## config.mk

```make
export PLATFORM = sky130hd
export DESIGN_NAME = cronometro_display_flat
export DESIGN_NICKNAME = d
export VERILOG_FILES = /design/src/rtl/cronometro_display_if.sv /design/src/rtl/cronometro_display.sv /design/src/flat_wrapper.sv
export SDC_FILE = /design/constraint.sdc
export NUM_CORES = 1
export LEC_CHECK = 0
export BUFFER_PORTS_ARGS = -buffer_cell sky130_fd_sc_hd__buf_2
export CORE_MARGIN = 10
export CORE_UTILIZATION = 58
export DETAILED_ROUTE_END_ITERATION = 8
export GPL_TIMING_DRIVEN = 1
export PLACE_DENSITY = 0.8
export SLEW_MARGIN = 20
export SYNTH_ARGS = -nofsm -noshare
export SYNTH_HDL_FRONTEND = slang
export SYNTH_SLANG_ARGS = --single-unit
```

## constraint.sdc

```tcl
create_clock -name clk -period 2.15 [get_ports clk]
set_input_delay 0.43 -clock clk [delete_from_list [all_inputs] [get_ports clk]]
set_output_delay 0.43 -clock clk [all_outputs]
set_load 0.01 [all_outputs]
```

## src/rtl/cronometro_display_if.sv

```systemverilog
// Pin-side bundle of the stopwatch display back end: binary time in, multiplexed 7-segment drive out.
// The stopwatch core is the master; cronometro_display is the slave.
interface cronometro_display_if;
    logic [6:0] cent_seg;
    logic [5:0] seg;
    logic       hold;
    logic [6:0] seg_n;
    logic [3:0] an_n;
    logic       dp_n;
    logic       upd;
    logic [1:0] state_dbg;

    // No backpressure: inputs are sampled whenever the converter is idle and hold=0,
    // and upd is a single-cycle strobe the master may ignore.
    modport master (
        output cent_seg, seg, hold,
        input  seg_n, an_n, dp_n, upd, state_dbg
    );

    modport slave (
        input  cent_seg, seg, hold,
        output seg_n, an_n, dp_n, upd, state_dbg
    );
endinterface

```

## src/rtl/cronometro_display.sv

```systemverilog
// Stopwatch display back end: sequential double-dabble of SS.CC plus a prescaled 4-digit anode scan.
// Optional feature macro: CRONO_DISP_LZB_EN blanks the seconds tens digit when it is zero.
module cronometro_display #(
    parameter int unsigned SCAN_DIV = 1
) (
    input  logic               clk,
    input  logic               rst_n,
    cronometro_display_if.slave bus
);

    typedef enum logic [1:0] {
        IDLE   = 2'd0,
        SHIFT  = 2'd1,
        UPDATE = 2'd2
    } state_e;

    localparam logic [15:0] PRE_LAST = 16'(SCAN_DIV - 1);
    localparam logic [6:0]  SEG_BLANK = 7'h7F;

    state_e      state_q, state_d;
    logic [2:0]  step_q, step_d;
    // Shift registers laid out as {bcd tens, bcd units, binary}.
    logic [14:0] cent_sr_q, cent_sr_d;
    logic [14:0] sec_sr_q, sec_sr_d;
    logic [3:0]  d3_q, d3_d, d2_q, d2_d, d1_q, d1_d, d0_q, d0_d;
    logic        upd_q, upd_d;
    logic [15:0] pre_q, pre_d;
    logic [1:0]  idx_q, idx_d;
    logic [6:0]  seg_n_q, seg_n_d;
    logic [3:0]  an_n_q, an_n_d;
    logic        dp_n_q, dp_n_d;

    logic [6:0]  cent_cl;
    logic [5:0]  sec_cl;
    logic [3:0]  cur_digit;

    function automatic logic [14:0] dabble_step(input logic [14:0] sr);
        logic [14:0] t;
        t = sr;
        if (t[10:7] >= 4'd5) t[10:7] = t[10:7] + 4'd3;
        if (t[14:11] >= 4'd5) t[14:11] = t[14:11] + 4'd3;
        return {t[13:0], 1'b0};
    endfunction

    function automatic logic [6:0] decode(input logic [3:0] d);
        logic [6:0] s;
        case (d)
            4'd0:    s = 7'h40;
            4'd1:    s = 7'h79;
            4'd2:    s = 7'h24;
            4'd3:    s = 7'h30;
            4'd4:    s = 7'h19;
            4'd5:    s = 7'h12;
            4'd6:    s = 7'h02;
            4'd7:    s = 7'h78;
            4'd8:    s = 7'h00;
            4'd9:    s = 7'h10;
            default: s = SEG_BLANK;
        endcase
        return s;
    endfunction

    assign cent_cl = (bus.cent_seg > 7'd99) ? 7'd99 : bus.cent_seg;
    assign sec_cl  = (bus.seg > 6'd59) ? 6'd59 : bus.seg;

    always_comb begin
        state_d   = state_q;
        step_d    = step_q;
        cent_sr_d = cent_sr_q;
        sec_sr_d  = sec_sr_q;
        d3_d      = d3_q;
        d2_d      = d2_q;
        d1_d      = d1_q;
        d0_d      = d0_q;
        upd_d     = 1'b0;
        case (state_q)
            IDLE: begin
                if (!bus.hold) begin
                    cent_sr_d = {8'd0, cent_cl};
                    sec_sr_d  = {9'd0, sec_cl};
                    step_d    = 3'd0;
                    state_d   = SHIFT;
                end
            end
            SHIFT: begin
                cent_sr_d = dabble_step(cent_sr_q);
                sec_sr_d  = dabble_step(sec_sr_q);
                if (step_q == 3'd6) begin
                    step_d  = 3'd0;
                    state_d = UPDATE;
                end else begin
                    step_d = step_q + 3'd1;
                end
            end
            UPDATE: begin
                d3_d    = sec_sr_q[14:11];
                d2_d    = sec_sr_q[10:7];
                d1_d    = cent_sr_q[14:11];
                d0_d    = cent_sr_q[10:7];
                upd_d   = 1'b1;
                state_d = IDLE;
            end
            default: state_d = IDLE;
        endcase
    end

    always_comb begin
        pre_d = pre_q + 16'd1;
        idx_d = idx_q;
        if (pre_q >= PRE_LAST) begin
            pre_d = 16'd0;
            idx_d = idx_q + 2'd1;
        end

        case (idx_q)
            2'd0:    cur_digit = d0_q;
            2'd1:    cur_digit = d1_q;
            2'd2:    cur_digit = d2_q;
            default: cur_digit = d3_q;
        endcase

        seg_n_d = decode(cur_digit);
`ifdef CRONO_DISP_LZB_EN
        // Only the seconds tens digit is blanked; its anode keeps scanning.
        if (idx_q == 2'd3 && d3_q == 4'd0) seg_n_d = SEG_BLANK;
`else
        seg_n_d = seg_n_d;
`endif
        an_n_d = ~(4'b0001 << idx_q);
        dp_n_d = (idx_q != 2'd2);
    end

    always_ff @(posedge clk or negedge rst_n) begin
        if (!rst_n) begin
            state_q   <= IDLE;
            step_q    <= 3'd0;
            cent_sr_q <= 15'd0;
            sec_sr_q  <= 15'd0;
            d3_q      <= 4'd0;
            d2_q      <= 4'd0;
            d1_q      <= 4'd0;
            d0_q      <= 4'd0;
            upd_q     <= 1'b0;
            pre_q     <= 16'd0;
            idx_q     <= 2'd0;
            seg_n_q   <= SEG_BLANK;
            an_n_q    <= 4'hF;
            dp_n_q    <= 1'b1;
        end else begin
            state_q   <= state_d;
            step_q    <= step_d;
            cent_sr_q <= cent_sr_d;
            sec_sr_q  <= sec_sr_d;
            d3_q      <= d3_d;
            d2_q      <= d2_d;
            d1_q      <= d1_d;
            d0_q      <= d0_d;
            upd_q     <= upd_d;
            pre_q     <= pre_d;
            idx_q     <= idx_d;
            seg_n_q   <= seg_n_d;
            an_n_q    <= an_n_d;
            dp_n_q    <= dp_n_d;
        end
    end

    assign bus.seg_n     = seg_n_q;
    assign bus.an_n      = an_n_q;
    assign bus.dp_n      = dp_n_q;
    assign bus.upd       = upd_q;
    assign bus.state_dbg = state_q;

endmodule
```

## src/flat_wrapper.sv

```systemverilog
// flat-port wrapper written by rule: the top's interface ports become plain ports
module cronometro_display_flat 
#(
    parameter int unsigned SCAN_DIV = 1
)
  (clk, rst_n, bus_cent_seg, bus_seg, bus_hold, bus_seg_n, bus_an_n, bus_dp_n, bus_upd, bus_state_dbg);
  cronometro_display_if bus_i ();
  input  logic clk;
  input  logic rst_n;
  input wire logic [$bits(bus_i.cent_seg)-1:0] bus_cent_seg;
  input wire logic [$bits(bus_i.seg)-1:0] bus_seg;
  input wire logic [$bits(bus_i.hold)-1:0] bus_hold;
  output wire logic [$bits(bus_i.seg_n)-1:0] bus_seg_n;
  output wire logic [$bits(bus_i.an_n)-1:0] bus_an_n;
  output wire logic [$bits(bus_i.dp_n)-1:0] bus_dp_n;
  output wire logic [$bits(bus_i.upd)-1:0] bus_upd;
  output wire logic [$bits(bus_i.state_dbg)-1:0] bus_state_dbg;
  assign bus_i.cent_seg = bus_cent_seg;
  assign bus_i.seg = bus_seg;
  assign bus_i.hold = bus_hold;
  assign bus_seg_n = bus_i.seg_n;
  assign bus_an_n = bus_i.an_n;
  assign bus_dp_n = bus_i.dp_n;
  assign bus_upd = bus_i.upd;
  assign bus_state_dbg = bus_i.state_dbg;
  cronometro_display #(.SCAN_DIV(SCAN_DIV)) u_core (.clk(clk), .rst_n(rst_n), .bus(bus_i));
endmodule
```

==> results.md, run 1 <==
* Status: complete, no violations
* P_leak at 1.66 nW
* Worst Reg2Reg Path Length in Cells at 6
* Largest net degree at the start of global routing at 66
* VDD IR max at between 0.7 and 0.8 mV
* Dominant cell by count in the synthesized netlist: dfrtp_1
* Ant. Diodes at 0
* Vias in the first global route at 2,171
* Port Buffers at 30
* Yosys synthesis warning count at 0
* Syn avg cell area at 11.2 um^2
* Num ports at 31
* Via count at 2,197
* Placed Instances at about 370
* Die Y at between 90 and 100 um
* Crit path time final at 1960 ps
* R2R Path Start: u_core.idx_q[0]$_DFF_PN0_
* Final setup TNS at 0 ps
* Post-synthesis async set-or-reset flop share at 100%
* Final non-filler cell total at 382
* PD cells at 1440 nW/um^2
* Worst-skew pair later-pin latency at 330 ps
* Area Growth Syn to Fin at 14.0%
* Synthesized Nets at 306
* Clock buffer depth at 2
* WP data arrival at between 2000 and 2500 ps
* # setup viols final at 0
* Area of the multi-input gates at 1290 um^2
* CP endpoint kind: flop
* Flip-flop and latch area at around 1600 um^2
* Wirelength per Cell at 15.4 um
* Critical path type: reg -> reg
* Initial antenna violation count at 0
* Yosys top cell area share at a little over two fifths
* Critical-path top delay cell: dfrtp_1
* Worst r2r dst: u_core.bus.seg_n[1]$_DFF_PN1_
* Sequential share of the synthesized area at 53.2%
* Inserted Clock Buffers at 9
* CP most frequent cell: ha_1
* Syn Inst Count at about 270
* Share of post-route cells with drive strength above 1 at 25.6%
* Max incr delay on CP at between 400 and 500 ps
* Hold Path Class: in -> async
* Netlist Area Pre-Place at 3080 um^2
* Tightest Pin Transition at 600 ps
* Final net count at 339
* GPL Wtd Cong at 0.863
* Filler cells at 392
* Routed Antenna Nets at 0
* Most area-consuming cells after synthesis: dfrtp_1 44%, dfstp_2 9.4%, ha_1 6.5%
* Unique masters post-synth at 45
* Cell family with the largest share of critical-path delay: adder cells
* Synth cell count leaders: 54 x dfrtp_1, 23 x inv_1, 20 x nand2_1
* Post-Route WL at 5870 um
* Max-Cap Viols at 0
* Chip width at 92.9 um
* Area leader, netlist: dfrtp_1
* RSZ-0062 raised after global routing: no
* CTS tree: built
* H-tree depth at 3
* Worst Path Max Fanout at 6
* Top FF cell, synth: dfrtp_1
* Clk sinks at 65
* Maximum achievable frequency at 509 MHz
* Total GRT Usage at 14.3%
* CP bufs+invs at 1
* Reg-to-reg slack, setup at 190 ps
* Starting density of the core at 60.0%
* Remaining Overflow, GRT at 0
* Period utilization at 91.4%
* Iter 0 DRT Violations at 154
* Rel. slew slack at between 50 and 60%
* Worst EP required at 2400 ps
* Min Hold Slack at 105 ps
* Die area at 8630 um^2
* DP HPWL at ~4000 um
* Type of origin of the critical path: flop
* Drt pass-1 iters at 4
* Post-detailed-route DRC marker count at 0
* CORE AREA at 5140 um^2
* Synth Register Bits at 65
* Cell row count at 26
* Root Buffer: clkbuf_8
* Via density at 5.75
* Max-slew violations at 0
* Utilization after layout at 68.4%
* Final hold vios at 0
* Worst Clk Skew at approximately 9.6 ps
* First-pass GRT wire length at 10,000 um
* Clock slew at reported path FFs at 70 ps
* Post-synth EDFFs at 0
* Worst-path cell chain: inv_1 > ha_1 > a222oi_1 > mux2i_2 > ha_1 > o21ai_0
## where the power goes
group / switching, W / internal, W / total [W]
clock network: 0.000425 / 0.000654 / 0.00108
registers: 0.000343 / 0.00176 / 0.00211
logic: 0.00102 / 0.000861 / 0.00188
## sequential cells by signal, summed over array words and instances, names as in the netlist, 3 cells and up
name              flops
u_core.step_q         3
u_core.d2_q           4
u_core.d0_q           4
u_core.bus.seg_n      7
u_core.cent_sr_q     15
u_core.d1_q           4
u_core.sec_sr_q      15
u_core.bus.an_n       4
u_core.d3_q           4
## logic make-up after synthesis
family / synth area share, %
XOR/XNOR: 1.71
AND/OR/NAND/NOR: 7.47
flip-flops: 53.2
multiplexers: 8.53
buffers and inverters: 5.12
adder cells (fa/ha/maj): 6.50
AO/OA/AOI/OAI: 17.5
## cell usage in the layout, fill, tap and decap left out, types with 3 or more instances in the layout
cell	synthesis	layout
o22ai_1	4	4
o31ai_1	4	4
nor2_1	5	5
clkbuf_1	2	4
nor3b_1	5	5
o21ai_1	3	3
inv_1	23	23
nand2_1	20	20
nor3_1	3	3
dfstp_2	11	11
mux2i_1	8	8
a22o_1	5	5
xnor2_1	4	4
buf_2	9	30
nand3_1	3	3
ha_1	16	16
nand2b_1	5	5
a32o_1	4	4
a222oi_1	7	7
a21oi_1	17	16
mux2_2	15	15
dfrtp_1	54	54
buf_4	1	4
o21ai_0	18	18
clkbuf_8	0	9
## worst register-to-register path: stages (launching register included)
cell and delay [ps]:
dfrtp_1 410, inv_1 100, ha_1 270, a222oi_1 400, mux2i_2 210, ha_1 330
o21ai_0 160
## cell type report
type / instances / share of cell area [%]
flip-flops and latches: 65 / 46.7
well taps: 70 / 2.49
multi-input cells: 171 / 36.6
clock inverters: 3 / 1.85
inverters: 25 / 2.67
repair buffers: 35 / 5.70
clock buffers: 13 / 3.95
## layer usage
metal  global-route usage, %  routed length (um)
met2                    24.0                2960
met4                    7.33                  96
met1                    16.3                2540
met5                       0                   0
met3                    3.87                 281
## per-stage QoR
step / instance area (um^2) / power (W) / worst slack (ps)
6_report: 3510 / 0.00507 / 185
5_1_grt: 3510 / 0.00545 / 30.8
4_1_cts: 3510 / 0.00510 / 115
3_5_place_dp: 3310 / 0.00400 / 176
3_3_place_gp: 3310 / 0.00389 / 320
2_1_floorplan: 3080 / 0.00349 / 416
## worst max path at each step
| stage | to | slack [ps] | start | cells past startpoint |
|---|---|---|---|---|
| after CTS | u_core.bus.seg_n[1]$_DFF_PN1_ | 120 | u_core.idx_q[0]$_DFF_PN0_ | 7 |
| after global routing | u_core.bus.seg_n[2]$_DFF_PN1_ | 30 | u_core.idx_q[0]$_DFF_PN0_ | 8 |
| after detailed placement | u_core.bus.seg_n[1]$_DFF_PN1_ | 180 | u_core.idx_q[0]$_DFF_PN0_ | 7 |
| after global placement | u_core.bus.seg_n[1]$_DFF_PN1_ | 320 | u_core.idx_q[0]$_DFF_PN0_ | 7 |
| after floorplan | u_core.bus.seg_n[1]$_DFF_PN1_ | 420 | u_core.idx_q[0]$_DFF_PN0_ | 6 |
| final | u_core.bus.seg_n[1]$_DFF_PN1_ | 190 | u_core.idx_q[0]$_DFF_PN0_ | 6 |
## what timing repair did
action / 4_1_cts / 5_1_grt
hold buffers: 0 / 0
endpoints found under the setup margin: 0 / 3
hold endpoints to repair: 0 / 0
gates resized for setup: 0 / 1
buffers inserted: 0 / 0
No activity file was read; power rests on OpenSTA's default activity.
==> inputs of run 2 (changes only) <==
==> constraint.sdc (replaced) <==
create_clock -name clk -period 2.15 [get_ports clk]
set_input_delay 0.1075 -clock clk [delete_from_list [all_inputs] [get_ports clk]]
set_output_delay 0.1075 -clock clk [all_outputs]
set_load 0.01 [all_outputs]
==> results.md, run 2 (synthesis gave the netlist of run 1 again) <==
* Inserted Clock Buffers at 9 (unchanged)
* Period utilization at 95.7% (+4.3 points)
* GPL Wtd Cong at 0.878 (+1.8%)
* Wirelength per Cell at 15.3 um (-0.15%)
* Die Y at 92.9 um (unchanged)
* Critical path type: reg -> reg
* Cell row count at 26 (unchanged)
* Commonest non-fill, non-tap cell in the layout: dfrtp_1
* Min Hold Slack at 87.1 ps (-18.3 ps)
* Type of origin of the critical path: flop
* Hold Path Class: in -> reg
* CTS tree: built
* Worst EP required at 2410 ps (about the same)
* Share of post-route cells with drive strength above 1 at 27.4% (+1.7 points)
* Via density at 5.68 (-1.2%)
* Most frequent cells in the layout: 54 x dfrtp_1, 30 x buf_2, 23 x inv_1, 20 x nand2_1, 18 x o21ai_0
* P_leak at 1.68 nW (+1.4%)
* Die area at 8630 um^2 (unchanged)
* Area of the multi-input gates at 1290 um^2 (+0.29%)
* Vias in the first global route at 2,212 (+1.9%)
* Worst slack, placed at 196 ps (+21.0 ps)
* Switch share at 35.7% (+0.45 points)
* PD cells at 1420 nW/um^2 (-1.4%)
* Worst-skew pair later-pin latency at 350 ps (+20 ps)
* Rel. slew slack at 60.7% (+0.70 points)
* H-tree depth at 3 (unchanged)
* Clock slew at reported path FFs at 70 ps (about the same)
* Post CTS Setup Buffer Count at 0 (unchanged)
* First-pass GRT wire length at 10,100 um (+0.90%)
* Clock buffer depth at 2 (unchanged)
* Num ports at 31 (unchanged)
* Max-Cap Viols at 0 (unchanged)
* CP endpoint kind: flop
* Flip-flop and latch area at 1640 um^2 (unchanged)
* Max-slew violations at 0 (unchanged)
* Tightest Pin Transition at 590 ps (-10.5 ps)
* DP HPWL at 4040 um (-0.18%)
* Worst Clk Skew at 5.52 ps (-4.10 ps)
* Drt pass-1 iters at 4 (unchanged)
* Remaining Overflow, GRT at 0 (unchanged)
* # setup viols final at 0 (unchanged)
* WP data arrival at 2320 ps (+100 ps)
* Chip width at 92.9 um (unchanged)
* Logic pwr share at 37.6% (+0.5 points)
* Ant. Diodes at 0 (unchanged)
* Status: complete, no violations
* Total GRT Usage at 14.7% (+0.38 points)
* Crit path time final at 2060 ps (+92.1 ps)
* Sequential Power Share at 41.0% (-0.6 points)
* Initial antenna violation count at 0 (unchanged)
* VDD IR max at 0.763 mV (+4.9%)
* Largest net degree at the start of global routing at 66 (unchanged)
* Filler cells at 398 (+1.5%)
* CORE AREA at 5140 um^2 (unchanged)
* Post-Route WL at 5960 um (+1.4%)
* Via count at 2,205 (+0.36%)
* Tot Pwr at 0.00510 W (+0.57%)
* Clk sinks at 65 (unchanged)
* Iter 0 DRT Violations at 142 (-7.8%)
* Maximum achievable frequency at 486 MHz (-4.5%)
* Setup ws final at 93.2 ps (-92.1 ps)
* Final hold vios at 0 (unchanged)
* Area Growth Syn to Fin at 16.3%
* Clk pwr share at 21.4% (about the same)
* Net switching power at 0.00182 W (+1.9%)
* Port Buffers at 30 (unchanged)
* Worst Path Max Fanout at 6 (unchanged)
* Final net count at 345 (+1.8%)
* Root Buffer: clkbuf_8
* Starting density of the core at 60.0% (unchanged)
* Routed Antenna Nets at 0 (unchanged)
* Post-detailed-route DRC marker count at 0 (unchanged)
* Pint at 0.00328 W (-0.13%)
==> run 2: layout make-up <==
class                      instances  share of cell area (%)
tap                               70                    2.44
clock inverter                     4                    1.40
clock buffer                      12                    4.61
timing repair buffer              41                    7.12
inverter                          25                    2.62
multi-input combinational        171                    36.0
sequential                        65                    45.8
==> run 2: path summary, 6_finish.rpt <==
kind / from / end / slack (ps) / depth (start not counted)
max: u_core.idx_q[0]$_DFF_PN0_ / u_core.bus.seg_n[2]$_DFF_PN1_ / 90 / 6
min: bus_seg[2] / u_core.sec_sr_q[2]$_DFFE_PN0P_ / 90 / 3
max in group asynchronous: rst_n / u_core.bus.seg_n[4]$_DFF_PN1_ / 1550 / 3
min in group asynchronous: rst_n / u_core.cent_sr_q[12]$_DFFE_PN0P_ / 310 / 3
min reg2reg: u_core.cent_sr_q[5]$_DFFE_PN0P_ / u_core.cent_sr_q[5]$_DFFE_PN0P_ / 490 / 2
max reg2reg: u_core.idx_q[0]$_DFF_PN0_ / u_core.bus.seg_n[2]$_DFF_PN1_ / 90 / 6
==> run 2: power groups by stage <==
stage               logic (W)  clock network (W)  registers (W)
floorplan             0.00144                  0        0.00205
global placement      0.00181                  0        0.00210
detailed placement    0.00188                  0        0.00211
CTS                   0.00191            0.00110        0.00209
global route          0.00216            0.00117        0.00216
finish                0.00191            0.00109        0.00209
==> run 2: worst max-delay path: stages, from the launching register on <==
cell      delay, ps
dfrtp_1         420
inv_1           100
ha_1            260
a222oi_1        530
mux2i_2         240
nor2_1          290
a21oi_1         120
==> run 2: per-layer routing <==
metal  up-vias  GRT usage, %  part of all wire, %
met5         -             0                    0
met4         0          8.23                  2.2
met2        60          23.1                   47
met3        12          5.65                  6.0
li1       1062             -                    -
met1      1071          16.7                   44
==> run 2: what timing repair did <==
item                                    4_1_cts  5_1_grt
endpoints found under the hold margin        57        0
resized for setup                             0        2
endpoints found under the setup margin        0        2
hold buffers                                  4        0
==> run 2: per-stage QoR <==
stage / util (%) / area [um^2] / TNS [ps] / std cells
after floorplan: - / 3080 / 0 / 274
after global placement: 64.6 / 3320 / 0 / 368
after detailed placement: 64.6 / 3320 / 0 / 368
after CTS: 69.6 / 3580 / 0 / 388
after global routing: 69.7 / 3580 / -35.6 / 388
final: 69.7 / 3580 / 0 / 388
